### src/rtl/gb_apu_pkg.sv
// Shared Game Boy APU definitions: duty waveforms, field widths, frequency base,
// and the sweep adder used by the pulse channels.
package gb_apu_pkg;

  localparam int FREQ_W    = 11;
  localparam int VOL_W     = 4;
  localparam int LEN_W     = 6;
  localparam int FREQ_BASE = 2048;

  // Written left to right as duty positions 0..7, so position p is bit [7-p].
  localparam logic [7:0] DUTY_PAT [4] = '{8'b00000001, 8'b10000001,
                                          8'b10000111, 8'b01111110};

  function automatic logic [FREQ_W:0] sweep_calc(input logic [FREQ_W-1:0] shadow,
                                                 input logic [2:0]        shift,
                                                 input logic              negate);
    logic [FREQ_W:0] base;
    logic [FREQ_W:0] delta;
    base  = {1'b0, shadow};
    delta = base >> shift;
    return negate ? (base - delta) : (base + delta);
  endfunction

endpackage

### src/rtl/pulse_envelope.sv
// Volume envelope shared by the pulse channels: loads on trigger and steps the
// volume by one, saturating, every `period` envelope ticks.
module pulse_envelope
  import gb_apu_pkg::*;
(
  input  logic             clk,
  input  logic             rst,
  input  logic             trig,
  input  logic             tick,
  input  logic [VOL_W-1:0] start_vol,
  input  logic [2:0]       period,
  input  logic             env_add,
  output logic [VOL_W-1:0] vol
);

  logic [VOL_W-1:0] vol_q, vol_d;
  logic [2:0]       etmr_q, etmr_d;

  always_comb begin
    vol_d  = vol_q;
    etmr_d = etmr_q;
    if (trig) begin
      vol_d  = start_vol;
      etmr_d = period;
    end else if (tick && period != 3'd0) begin
      if (etmr_q <= 3'd1) begin
        etmr_d = period;
        if (env_add && vol_q != '1)
          vol_d = vol_q + 1'b1;
        else if (!env_add && vol_q != '0)
          vol_d = vol_q - 1'b1;
      end else begin
        etmr_d = etmr_q - 3'd1;
      end
    end
  end

  always_ff @(posedge clk) begin
    if (rst) begin
      vol_q  <= '0;
      etmr_q <= '0;
    end else begin
      vol_q  <= vol_d;
      etmr_q <= etmr_d;
    end
  end

  assign vol = vol_q;

endmodule

### src/rtl/pulse_channel1.sv
// Game Boy square channel 1: duty generator, length counter, envelope and
// frequency sweep. The sweep unit is built only when PULSE_SWEEP_EN is defined.
module pulse_channel1
  import gb_apu_pkg::*;
#(
  parameter int FREQ_MULT = 4
) (
  input  logic              clk,
  input  logic              rst,
  input  logic              clk256,
  input  logic              clk128,
  input  logic              clk64,
  input  logic [2:0]        swpPd,
  input  logic              negate,
  input  logic [2:0]        shift,
  input  logic [FREQ_W-1:0] freq,
  input  logic [LEN_W-1:0]  lenLoad,
  input  logic [1:0]        duty,
  input  logic [VOL_W-1:0]  startVol,
  input  logic [2:0]        period,
  input  logic              lenEnable,
  input  logic              trigger,
  input  logic              envAdd,
  output logic [VOL_W-1:0]  out,
  output logic              enabled
);

  localparam int TMR_W   = $clog2(FREQ_BASE * FREQ_MULT + 1);
  localparam int LEN_MAX = 1 << LEN_W;

  function automatic logic [TMR_W-1:0] step_len(input logic [FREQ_W-1:0] f);
    return TMR_W'((FREQ_BASE - int'(f)) * FREQ_MULT);
  endfunction

  logic clk256_q, clk128_q, clk64_q, trigger_q;
  logic ev256, ev128, ev64, ev_trig;

  logic [TMR_W-1:0]  tmr_q, tmr_d;
  logic [2:0]        pos_q, pos_d;
  logic [FREQ_W-1:0] freq_r_q, freq_r_d;
  logic [LEN_W:0]    len_q, len_d;
  logic              enabled_q, enabled_d;
  logic [VOL_W-1:0]  out_q, out_d;
  logic [VOL_W-1:0]  vol;

  // An event is a rising edge between the previous and the current sample.
  assign ev256   = clk256  & ~clk256_q;
  assign ev128   = clk128  & ~clk128_q;
  assign ev64    = clk64   & ~clk64_q;
  assign ev_trig = trigger & ~trigger_q;

  pulse_envelope u_env (
    .clk       (clk),
    .rst       (rst),
    .trig      (ev_trig),
    .tick      (ev64),
    .start_vol (startVol),
    .period    (period),
    .env_add   (envAdd),
    .vol       (vol)
  );

`ifdef PULSE_SWEEP_EN
  logic [FREQ_W-1:0] shadow_q, shadow_d;
  logic [3:0]        swp_tmr_q, swp_tmr_d;
  logic              sweep_on_q, sweep_on_d;
  logic [FREQ_W:0]   swp_new, swp_next;
  logic [3:0]        swp_reload;

  assign swp_reload = (swpPd == 3'd0) ? 4'd8 : {1'b0, swpPd};
`else
  logic unused_sweep;
  assign unused_sweep = ^{swpPd, negate, shift, ev128};
`endif

  always_comb begin
    tmr_d     = tmr_q;
    pos_d     = pos_q;
    freq_r_d  = freq_r_q;
    len_d     = len_q;
    enabled_d = enabled_q;
`ifdef PULSE_SWEEP_EN
    shadow_d   = shadow_q;
    swp_tmr_d  = swp_tmr_q;
    sweep_on_d = sweep_on_q;
    swp_new    = '0;
    swp_next   = '0;
`endif

    if (tmr_q <= TMR_W'(1)) begin
      tmr_d = step_len(freq_r_q);
      pos_d = pos_q + 3'd1;
    end else begin
      tmr_d = tmr_q - TMR_W'(1);
    end

    if (ev_trig) begin
      enabled_d = 1'b1;
      len_d     = (LEN_W+1)'(LEN_MAX) - {1'b0, lenLoad};
      freq_r_d  = freq;
      tmr_d     = step_len(freq);
      pos_d     = 3'd0;
`ifdef PULSE_SWEEP_EN
      shadow_d   = freq;
      swp_tmr_d  = swp_reload;
      sweep_on_d = (swpPd != 3'd0) || (shift != 3'd0);
      swp_new    = sweep_calc(freq, shift, negate);
      if (shift != 3'd0 && swp_new > (FREQ_W+1)'(FREQ_BASE - 1))
        enabled_d = 1'b0;
`endif
      if (startVol == '0 && !envAdd)
        enabled_d = 1'b0;
    end else begin
      if (ev256 && lenEnable && len_q != '0) begin
        len_d = len_q - 1'b1;
        if (len_q == (LEN_W+1)'(1))
          enabled_d = 1'b0;
      end
`ifdef PULSE_SWEEP_EN
      if (ev128) begin
        if (swp_tmr_q <= 4'd1) begin
          swp_tmr_d = swp_reload;
          if (sweep_on_q && swpPd != 3'd0) begin
            swp_new = sweep_calc(shadow_q, shift, negate);
            if (swp_new > (FREQ_W+1)'(FREQ_BASE - 1)) begin
              enabled_d = 1'b0;
            end else if (shift != 3'd0) begin
              shadow_d = swp_new[FREQ_W-1:0];
              freq_r_d = swp_new[FREQ_W-1:0];
              // Second overflow check on the freshly written value; result is discarded.
              swp_next = sweep_calc(swp_new[FREQ_W-1:0], shift, negate);
              if (swp_next > (FREQ_W+1)'(FREQ_BASE - 1))
                enabled_d = 1'b0;
            end
          end
        end else begin
          swp_tmr_d = swp_tmr_q - 4'd1;
        end
      end
`endif
    end

    out_d = (enabled_q && DUTY_PAT[duty][3'd7 - pos_q]) ? vol : '0;
  end

  always_ff @(posedge clk) begin
    if (rst) begin
      clk256_q  <= 1'b0;
      clk128_q  <= 1'b0;
      clk64_q   <= 1'b0;
      trigger_q <= 1'b0;
      tmr_q     <= '0;
      pos_q     <= '0;
      freq_r_q  <= '0;
      len_q     <= '0;
      enabled_q <= 1'b0;
      out_q     <= '0;
`ifdef PULSE_SWEEP_EN
      shadow_q   <= '0;
      swp_tmr_q  <= '0;
      sweep_on_q <= 1'b0;
`endif
    end else begin
      clk256_q  <= clk256;
      clk128_q  <= clk128;
      clk64_q   <= clk64;
      trigger_q <= trigger;
      tmr_q     <= tmr_d;
      pos_q     <= pos_d;
      freq_r_q  <= freq_r_d;
      len_q     <= len_d;
      enabled_q <= enabled_d;
      out_q     <= out_d;
`ifdef PULSE_SWEEP_EN
      shadow_q   <= shadow_d;
      swp_tmr_q  <= swp_tmr_d;
      sweep_on_q <= sweep_on_d;
`endif
    end
  end

  assign out     = out_q;
  assign enabled = enabled_q;

endmodule

### config.mk
export PLATFORM = sky130hd
export DESIGN_NAME = pulse_channel1
export DESIGN_NICKNAME = d
export VERILOG_FILES = /design/src/rtl/gb_apu_pkg.sv /design/src/rtl/pulse_envelope.sv /design/src/rtl/pulse_channel1.sv
export SDC_FILE = /design/constraint.sdc
export NUM_CORES = 1
export LEC_CHECK = 0
export ABC_AREA = 1
export BUFFER_PORTS_ARGS = -buffer_cell sky130_fd_sc_hd__buf_2
export CORE_MARGIN = 2
export CORE_UTILIZATION = 60
export CTS_BUF_LIST = sky130_fd_sc_hd__clkbuf_4 sky130_fd_sc_hd__clkbuf_8
export DETAILED_ROUTE_END_ITERATION = 7
export PLACE_DENSITY = 0.83
export SYNTH_ARGS = -nofsm -noshare
export SYNTH_HDL_FRONTEND = slang
export SYNTH_SLANG_ARGS = --single-unit
### constraint.sdc
create_clock -name clk -period 5 [get_ports clk]
set_clock_uncertainty 0.1 [all_clocks]
set_input_delay 1 -clock clk [delete_from_list [all_inputs] [get_ports clk]]
set_output_delay 1 -clock clk [all_outputs]
set_load 0.05 [all_outputs]
==> results of run 1 <==
path summary, 6_finish.rpt:
check                                        to  depth (start not counted)             from  slack [ns]
worst max-delay path                   tmr_q[2]                          6          trigger        2.05
worst min-delay path            u_env.etmr_q[2]                          2  u_env.etmr_q[2]        0.38
worst max register to register         tmr_q[2]                          6        trigger_q        2.49
worst min register to register  u_env.etmr_q[2]                          2  u_env.etmr_q[2]        0.38
metal layers:
layer,GRT usage [%],vias to the layer above,share of wire [%]
met5,0,-,0
met4,6.67,0,1.2
met3,3.56,9,5.9
met2,44.1,114,44
met1,36.3,1471,49
li1,-,1748,-
power groups by stage:
stage               clock network, mW  registers, mW  logic, mW
floorplan                           0          0.490      0.354
global placement                    0          0.494      0.436
detailed placement                  0          0.496      0.447
CTS                             0.345          0.486      0.454
global route                    0.358          0.494      0.523
finish                          0.341          0.488      0.459
layout make-up:
| class | instances | area, sq um |
|---|---|---|
| clock inverter | 3 | 68.8 |
| tap | 72 | 90.1 |
| inverter | 79 | 297 |
| sequential | 50 | 1000 |
| fill | 476 | 1730 |
| multi-input combinational | 375 | 1960 |
| timing repair buffer | 37 | 185 |
| clock buffer | 5 | 68.8 |
cells in the final DEF, fill, tap and decap left out, types with 5 or more instances in the layout:
cell type,instances
nand2_1,115
inv_1,72
nor2_1,55
nand3_1,54
dfxtp_1,50
buf_2,37
o21ai_0,35
a21oi_1,25
ha_1,15
nand4_1,13
xor2_1,11
o22ai_1,8
inv_2,7
o21ai_1,7
o211ai_1,5
clkbuf_8,5
worst max-delay path, cell delays in order:
cell and delay, ns:
buf_2 0.11, nand2_2 0.39, inv_2 0.30, nor2_1 0.80, inv_2 0.27, o22ai_1 0.20
logic make-up (layout without fill, tap and decap cells):
family | count (synthesis) | after routing
xor+xnor | 15 | 15
compound gates | 86 | 86
flops | 50 | 50
simple gates | 258 | 258
fa+ha+maj | 16 | 16
buf+inv | 88 | 124
metrics by stage:
stage	util, %	cell area (sq um)	power (mW)	instances	worst slack [ns]
final	68.0	3670	1.29	621	2.05
after floorplan	-	3310	0.844	513	2.87
after CTS	68.0	3670	1.29	621	2.10
after global routing	68.0	3670	1.38	621	1.93
after global placement	65.4	3540	0.930	613	1.83
after detailed placement	65.4	3540	0.943	613	1.78
registers in the layout, indices dropped and copies added (netlist names):
signal and flops:
clk256_q 1, freq_r_q 11, out 4, trigger_q 1, tmr_q 14, u_env.etmr_q 3
clk64_q 1, pos_q 3, enabled 1, u_env.vol 4, len_q 7
synthesized netlist by cell type:
library cell and number:
nand2_1 115, inv_1 72, nor2_1 55, nand3_1 54, dfxtp_1 50, o21ai_0 35
a21oi_1 25, ha_1 15, nand4_1 13, xor2_1 11, o22ai_1 8, inv_2 7
o21ai_1 7, clkbuf_1 5, o211ai_1 5, nor3_1 4, xnor2_1 4, a31oi_1 3
buf_2 3, nor2_2 3, nor2_4 3, nand2_2 2, nand3b_1 2, a21oi_2 1
and2_1 1, buf_6 1, fa_1 1, nand2_4 1, nand3_2 1, nand3_4 1
nor3_2 1, nor3b_1 1, o2111ai_1 1, o31ai_1 1, or2_2 1
==> results.json, run 1 <==
{
  "drv_cap": 0,
  "ys_ff_latch": 50,
  "postRouteWirelength_mm": 7.74,
  "synth_top_area_share_pct": 30.3,
  "combPwrFrac_pct": 35.6,
  "area_growth_pct": 11.1,
  "synthMuxAreaShare_pct": 0,
  "power_switching_uw": 484,
  "vias": 3342,
  "final_layout_size_suffix_gt1_share_pct": 12.0,
  "tightest_slew_ns": 0.962,
  "netlist_area_sq_um": 3310,
  "maxSlewViolCount": 0,
  "synth_top_family_by_area": "simple AND/OR/NAND/NOR gates",
  "synthAdderAreaFrac_pct": 6.28,
  "wire_per_inst_um": 12.5,
  "worstSetupStartpointType": "primary input",
  "grt_pass1_wl_mm": 13.2,
  "die_h_um": 78.2,
  "io_buffers": 37,
  "post-dp-hpwl_mm": 5.75,
  "hold_viol_final": 0,
  "syn_avg_cell_area_sq_um": 6.45,
  "die-area_sq_um": 6120,
  "hold_ws_ns": 0.377,
  "p_seq_share_pct": 37.9,
  "first_pass_iters": 8,
  "synth-simple-area-share_pct": 35.0,
  "yosysWarnings": 0,
  "fmax_mhz": 339,
  "synth_xor_area_share_pct": 3.97,
  "swShare_pct": 37.5,
  "grt_pass1_vias": 3015,
  "power.share.clock_pct": 26.5,
  "synth_top_area_cell": "dfxtp_1",
  "die_x_um": 78.2,
  "viasPerCell": 5.38,
  "worstHoldPathType": "register to register",
  "synth_fp_nets": 570,
  "cts_sinks": 50,
  "leakagePower_nw": 1.80,
  "ios": 46,
  "nNetsFinal": 605,
  "first_iter_violations": 195,
  "rows": 27,
  "insertion_delay_ns": 0.32,
  "p_int_uw": 805,
  "start_util_pct": 61.2,
  "seq_area_frac_synth_pct": 30.3,
  "setup_violations": 0,
  "worstSetupEndpointType": "register",
  "place_congestion": 0.926,
  "cp.required_ns": 5.13,
  "diodes": 0,
  "ir_drop_mv": 0.181,
  "cts-resized-gates": 0,
  "relSlewSlack_pct": 35.6,
  "rsz0062_at_grt": "no",
  "antenna_found_initial": 0,
  "cts_buffers": 5,
  "critPathMaxFanout": 27,
  "grt_max_degree": 28,
  "cts_tree": "built",
  "ctsHoldBuffers": 0,
  "grt-ovfl-total": 0,
  "synth.distinct_cells": 35,
  "clkTransAtPathRegs_ns": 0.10,
  "post_cts_buffers": 0,
  "antenna_left": 0,
  "cp.arrival_ns": 3.07,
  "power_density_nw_per_um2": 351,
  "synth_compound_area_share_pct": 14.1,
  "synth.area.top_cells": "dfxtp_1, nand2_1, inv_1",
  "grt_usage_pct": 26.4,
  "status": "completed",
  "drc": 0,
  "worstSetupPathType": "primary input to register",
  "period_share_pct": 58.9,
  "cts_root_buf": "clkbuf_8",
  "fin_crit_ns": 2.95,
  "fin_setup_tns_ns": 0,
  "syn_inst": 513,
  "htreeDepth": 2,
  "cts.path.max_buffers": 2,
  "core_sq_um": 5410
}
Note: power is estimated with default switching activity, not from simulation.
==> inputs of run 2 (changes only) <==
--- a/config.mk
+++ b/config.mk
@@ -8,10 +8,10 @@
 export ABC_AREA = 1
 export BUFFER_PORTS_ARGS = -buffer_cell sky130_fd_sc_hd__buf_2
 export CORE_MARGIN = 2
-export CORE_UTILIZATION = 60
+export CORE_UTILIZATION = 54
 export CTS_BUF_LIST = sky130_fd_sc_hd__clkbuf_4 sky130_fd_sc_hd__clkbuf_8
 export DETAILED_ROUTE_END_ITERATION = 7
-export PLACE_DENSITY = 0.83
+export PLACE_DENSITY = 0.79
 export SYNTH_ARGS = -nofsm -noshare
 export SYNTH_HDL_FRONTEND = slang
 export SYNTH_SLANG_ARGS = --single-unit
==> constraint.sdc (replaced) <==
create_clock -name clk -period 2.7 [get_ports clk]
set_clock_uncertainty 0.1 [all_clocks]
set_input_delay 0.54 -clock clk [delete_from_list [all_inputs] [get_ports clk]]
set_output_delay 0.54 -clock clk [all_outputs]
set_load 0.05 [all_outputs]
==> results.json, run 2 (same netlist as run 1, synthesis figures left out) <==
{
  "status": "completed",
  "fin_cells": 627,
  "top_register": "tmr_q",
  "cp.required_ns": 2.81,
  "fin_ws_ns": 0.800,
  "place_congestion": 0.977,
  "maxSlewViolCount": 0,
  "cts_buffers": 5,
  "worstHoldStart": "clk64",
  "antenna_left": 0,
  "cts-resized-gates": 0,
  "power.share.clock_pct": 22.9,
  "dp_slack_ns": 0.618,
  "cts.path.max_buffers": 2,
  "tightest_slew_ns": 0.481,
  "cp-startpoint": "tmr_q[0]",
  "final_layout_size_suffix_gt1_share_pct": 12.5,
  "largest_reg_flops": 14,
  "first_pass_iters": 5,
  "nNetsFinal": 608,
  "worstSetupStartpointType": "register",
  "hold_viol_final": 0,
  "diodes": 0,
  "multi_input_area_sq_um": 1960,
  "power_density_nw_per_um2": 615,
  "design_area_sq_um": 3670,
  "worstHoldPathType": "primary input to register",
  "die-area_sq_um": 6770,
  "core_sq_um": 5920,
  "period_share_pct": 70.4,
  "num-fill-cells": 575,
  "post-dp-hpwl_mm": 5.88,
  "clkTransAtPathRegs_ns": 0.09,
  "antenna_found_initial": 0,
  "layout_common_cells": "nand2_1, inv_1, nor2_1",
  "ios": 46,
  "setup_violations": 0,
  "r2r_cells": 11,
  "hold_ws_ns": 0.348,
  "postRouteWirelength_mm": 7.64,
  "power_switching_uw": 864,
  "first_iter_violations": 188,
  "r2r_end": "tmr_q[4]",
  "fmax_mhz": 526,
  "final_common_cell": "nand2_1",
  "wire_per_inst_um": 12.2,
  "p_int_mw": 1.40,
  "cts_root_buf": "clkbuf_8",
  "die_x_um": 82.3,
  "drc": 0,
  "worstSetupPathType": "register to register",
  "hold_depth": 3,
  "post_cts_buffers": 0,
  "viasPerCell": 5.26,
  "regToRegSetupSlack_ns": 0.80,
  "cts_sinks": 50,
  "combPwrFrac_pct": 37.1,
  "grt_pass1_wl_mm": 13.1,
  "leakagePower_nw": 1.81,
  "ir_drop_mv": 0.310,
  "grt_pass1_vias": 2998,
  "insertion_delay_ns": 0.30,
  "layout.area.seq_sq_um": 1000,
  "grt_usage_pct": 24.7,
  "critPathMaxFanout": 6,
  "start_util_pct": 55.9,
  "fin_crit_ns": 1.90,
  "dpl_cell_area_sq_um": 3560,
  "worstSetupEndpointType": "register",
  "r2r_start": "tmr_q[0]",
  "cp.arrival_ns": 2.01,
  "grt-ovfl-total": 0,
  "cts_tree": "built",
  "die_h_um": 82.3,
  "placedCellCount": 619,
  "relSlewSlack_pct": 67.9,
  "endpoint": "tmr_q[4]",
  "area_growth_pct": 11.0,
  "rows": 28,
  "drv_cap": 0,
  "rsz0062_at_grt": "no",
  "p_seq_share_pct": 39.9,
  "fin_setup_tns_ns": 0,
  "vias": 3301,
  "htreeDepth": 2,
  "grt_max_degree": 23,
  "ctsHoldBuffers": 0,
  "swShare_pct": 38.2,
  "reg.largest.list": "tmr_q x14, freq_r_q x11, len_q x7",
  "io_buffers": 37
}
run 2: cell types whose count changed in the layout (fill, tap and decap cells not counted):
cell,delta
buf_4,+3
clkinv_2,+2
bufinv_16,-1
clkinv_4,-1
run 2: power groups by stage:
stage | logic (mW) | registers [mW] | clock network (mW)
floorplan | 0.655 | 0.907 | 0
global placement | 0.814 | 0.917 | 0
detailed placement | 0.830 | 0.919 | 0
CTS | 0.838 | 0.902 | 0.524
global route | 0.969 | 0.915 | 0.551
finish | 0.839 | 0.903 | 0.518
run 2: area by class of cell:
type,count,area share [%]
clock inverter,3,1.09
inverter,79,8.07
timing repair buffer,40,5.66
tap,75,2.56
clock buffer,5,1.87
sequential,50,27.3
multi-input combinational,375,53.5
run 2: worst min-delay path by stage:
stage,end,slack (ns)
final,clk64_q,0.35
after global placement,tmr_q[0],0.35
after detailed placement,tmr_q[0],0.36
after CTS,clk64_q,0.35
after global routing,clk64_q,0.39
after floorplan,tmr_q[0],0.33
run 2: stage by stage:
step | total power, mW | utilization, %
floorplan | 1.56 | -
global placement | 1.73 | 60.2
detailed placement | 1.75 | 60.2
CTS | 2.26 | 62.0
global route | 2.44 | 62.0
finish | 2.26 | 62.0
run 2: routing by layer:
layer,vias up,part of all wire (%),track usage [%]
li1,1748,-,-
met1,1458,47,32.8
met2,84,46,42.7
met3,11,5.5,2.93
met4,0,1.0,5.33
met5,-,0,0
run 2: worst max-delay path, cell delays in order, from the launching register on:
cell and delay [ns]:
dfxtp_1 0.35, inv_1 0.12, ha_1 0.27, inv_1 0.13
nand2_1 0.10, nand4_1 0.09, nor3_2 0.29, inv_2 0.10
nand2_1 0.07, nand3_1 0.07, nand2_1 0.08, inv_1 0.04
==> inputs of run 3 (changes only) <==
--- a/config.mk
+++ b/config.mk
@@ -8,10 +8,10 @@
 export ABC_AREA = 1
 export BUFFER_PORTS_ARGS = -buffer_cell sky130_fd_sc_hd__buf_2
 export CORE_MARGIN = 2
-export CORE_UTILIZATION = 54
+export CORE_UTILIZATION = 60
 export CTS_BUF_LIST = sky130_fd_sc_hd__clkbuf_4 sky130_fd_sc_hd__clkbuf_8
 export DETAILED_ROUTE_END_ITERATION = 7
-export PLACE_DENSITY = 0.79
+export PLACE_DENSITY = 0.83
 export SYNTH_ARGS = -nofsm -noshare
 export SYNTH_HDL_FRONTEND = slang
 export SYNTH_SLANG_ARGS = --single-unit
==> constraint.sdc (replaced) <==
create_clock -name clk -period 1.9 [get_ports clk]
set_clock_uncertainty 0.1 [all_clocks]
set_input_delay 0.38 -clock clk [delete_from_list [all_inputs] [get_ports clk]]
set_output_delay 0.38 -clock clk [all_outputs]
set_load 0.05 [all_outputs]
==> results.json, run 3 (same netlist as run 1, synthesis figures left out) <==
{
  "cp.required_ns": 2.04,
  "design_area_sq_um": 3720,
  "grt_pass1_vias": 3050,
  "ctsHoldBuffers": 0,
  "die_x_um": 78.2,
  "grt_usage_pct": 26.4,
  "worstSetupPathType": "register to register",
  "finalPower_mw": 3.15,
  "p_int_mw": 1.88,
  "status": "completed",
  "power_density_nw_per_um2": 846,
  "start_util_pct": 61.2,
  "setup_violations": 0,
  "worstHoldPathType": "primary input to register",
  "dpl_cell_area_sq_um": 3630,
  "antenna_left": 0,
  "largest_reg_flops": 14,
  "fin_crit_ns": 1.72,
  "cp-startpoint": "u_env.vol[2]",
  "swShare_pct": 40.2,
  "die-area_sq_um": 6120,
  "crit_top_cell": "o21ai_0",
  "crit_chain": "nand4_1 -> nand2_1 -> fa_1 -> a21oi_1 -> o21ai_0 -> o21ai_0 -> o21ai_0 -> a21oi_1",
  "first_iter_violations": 183,
  "combPwrFrac_pct": 39.7,
  "critPathMaxFanout": 4,
  "hold_ws_ns": 0.183,
  "dp_slack_ns": 0.184,
  "layout_common_cells": "nand2_1, inv_1, nor2_1",
  "vias": 3363,
  "area_growth_pct": 12.4,
  "worstSetupStartpointType": "register",
  "grt-ovfl-total": 0,
  "crit_buf_inv": 0,
  "io_buffers": 37,
  "power.share.clock_pct": 19.8,
  "fin_setup_tns_ns": 0,
  "wire_per_inst_um": 12.3,
  "post_cts_buffers": 0,
  "nNetsFinal": 617,
  "final_common_cell": "nand2_1",
  "p_seq_share_pct": 40.5,
  "ir_drop_mv": 0.457,
  "core_sq_um": 5410,
  "tightest_slew_ns": 0.508,
  "first_pass_iters": 4,
  "die_h_um": 78.2,
  "drc": 0,
  "cts_root_buf": "clkbuf_8",
  "clkTransAtPathRegs_ns": 0.10,
  "worstHoldStart": "clk256",
  "hold_viol_final": 0,
  "viasPerCell": 5.31,
  "cpLargestDelayFamily": "compound AO/OA/AOI/OAI gates",
  "worstSetupEndpointType": "register",
  "cts_sinks": 50,
  "final_layout_size_suffix_gt1_share_pct": 13.9,
  "relSlewSlack_pct": 66.1,
  "htreeDepth": 2,
  "cts.path.max_buffers": 2,
  "post-dp-hpwl_mm": 6.01,
  "rsz0062_at_grt": "no",
  "insertion_delay_ns": 0.30,
  "rows": 27,
  "reg.largest.list": "tmr_q x14, freq_r_q x11, len_q x7",
  "fmax_mhz": 583,
  "cts_tree": "built",
  "place_congestion": 0.915,
  "cpPeakStageDelay_ns": 0.40,
  "r2r_start": "u_env.vol[2]",
  "postRouteWirelength_mm": 7.79,
  "power_switching_mw": 1.27,
  "leakagePower_nw": 1.84,
  "grt_pass1_wl_mm": 13.1,
  "antenna_found_initial": 0,
  "cts_buffers": 5,
  "drv_cap": 0,
  "period_share_pct": 90.3,
  "fin_ws_ns": 0.184,
  "ios": 46,
  "cp.arrival_ns": 1.86,
  "critPathSlowestCell": "fa_1",
  "diodes": 0,
  "grt_max_degree": 18,
  "maxSlewViolCount": 0,
  "top_register": "tmr_q",
  "cts-resized-gates": 0
}
run 3: cell types whose count changed in the layout (fill, tap and decap cells not counted), sizes merged:
cell      change
clkinvlp      +1
bufinv        -1
buf           +9
run 3: metrics by stage:
| stage | util (%) | cells |
|---|---|---|
| floorplan | - | 513 |
| global placement | 67.1 | 625 |
| detailed placement | 67.1 | 625 |
| CTS | 68.8 | 633 |
| global route | 68.8 | 633 |
| finish | 68.8 | 633 |
run 3: routing by layer:
metal | up-vias | track usage, % | wire length, um
met1 | 1486 | 35.0 | 3650
met4 | 0 | 8.77 | 108
met3 | 8 | 3.56 | 485
met2 | 107 | 44.6 | 3540
li1 | 1762 | - | -
met5 | - | 0 | 0
run 3: final timing paths:
check                           cells after the start  slack (ns)              end
worst max-delay path                                8        0.18     u_env.vol[2]
worst min-delay path                                3        0.18         clk256_q
worst max register to register                      8        0.18     u_env.vol[2]
worst min register to register                      2        0.37  u_env.etmr_q[2]
run 3: layout make-up:
| cell class | count | area (sq um) |
|---|---|---|
| multi-input combinational | 375 | 1960 |
| fill | 480 | 1690 |
| sequential | 50 | 1000 |
| inverter | 79 | 297 |
| timing repair buffer | 49 | 275 |
| tap | 72 | 90.1 |
| clock buffer | 5 | 68.8 |
| clock inverter | 3 | 21.3 |
run 3: worst register-to-register path, stage by stage (launching register included):
cell     delay [ns]
dfxtp_1        0.35
nand4_1        0.11
nand2_1        0.13
fa_1           0.40
a21oi_1        0.14
o21ai_0        0.08
o21ai_0        0.08
o21ai_0        0.11
a21oi_1        0.15
run 3: power by group through the flow:
| stage | Sequential (mW) | Clock [mW] | Combinational [mW] |
|---|---|---|---|
| after detailed placement | 1.29 | 0 | 1.23 |
| final | 1.27 | 0.622 | 1.25 |
| after CTS | 1.27 | 0.631 | 1.24 |
| after global routing | 1.29 | 0.677 | 1.42 |
| after floorplan | 1.29 | 0 | 0.931 |
| after global placement | 1.29 | 0 | 1.19 |
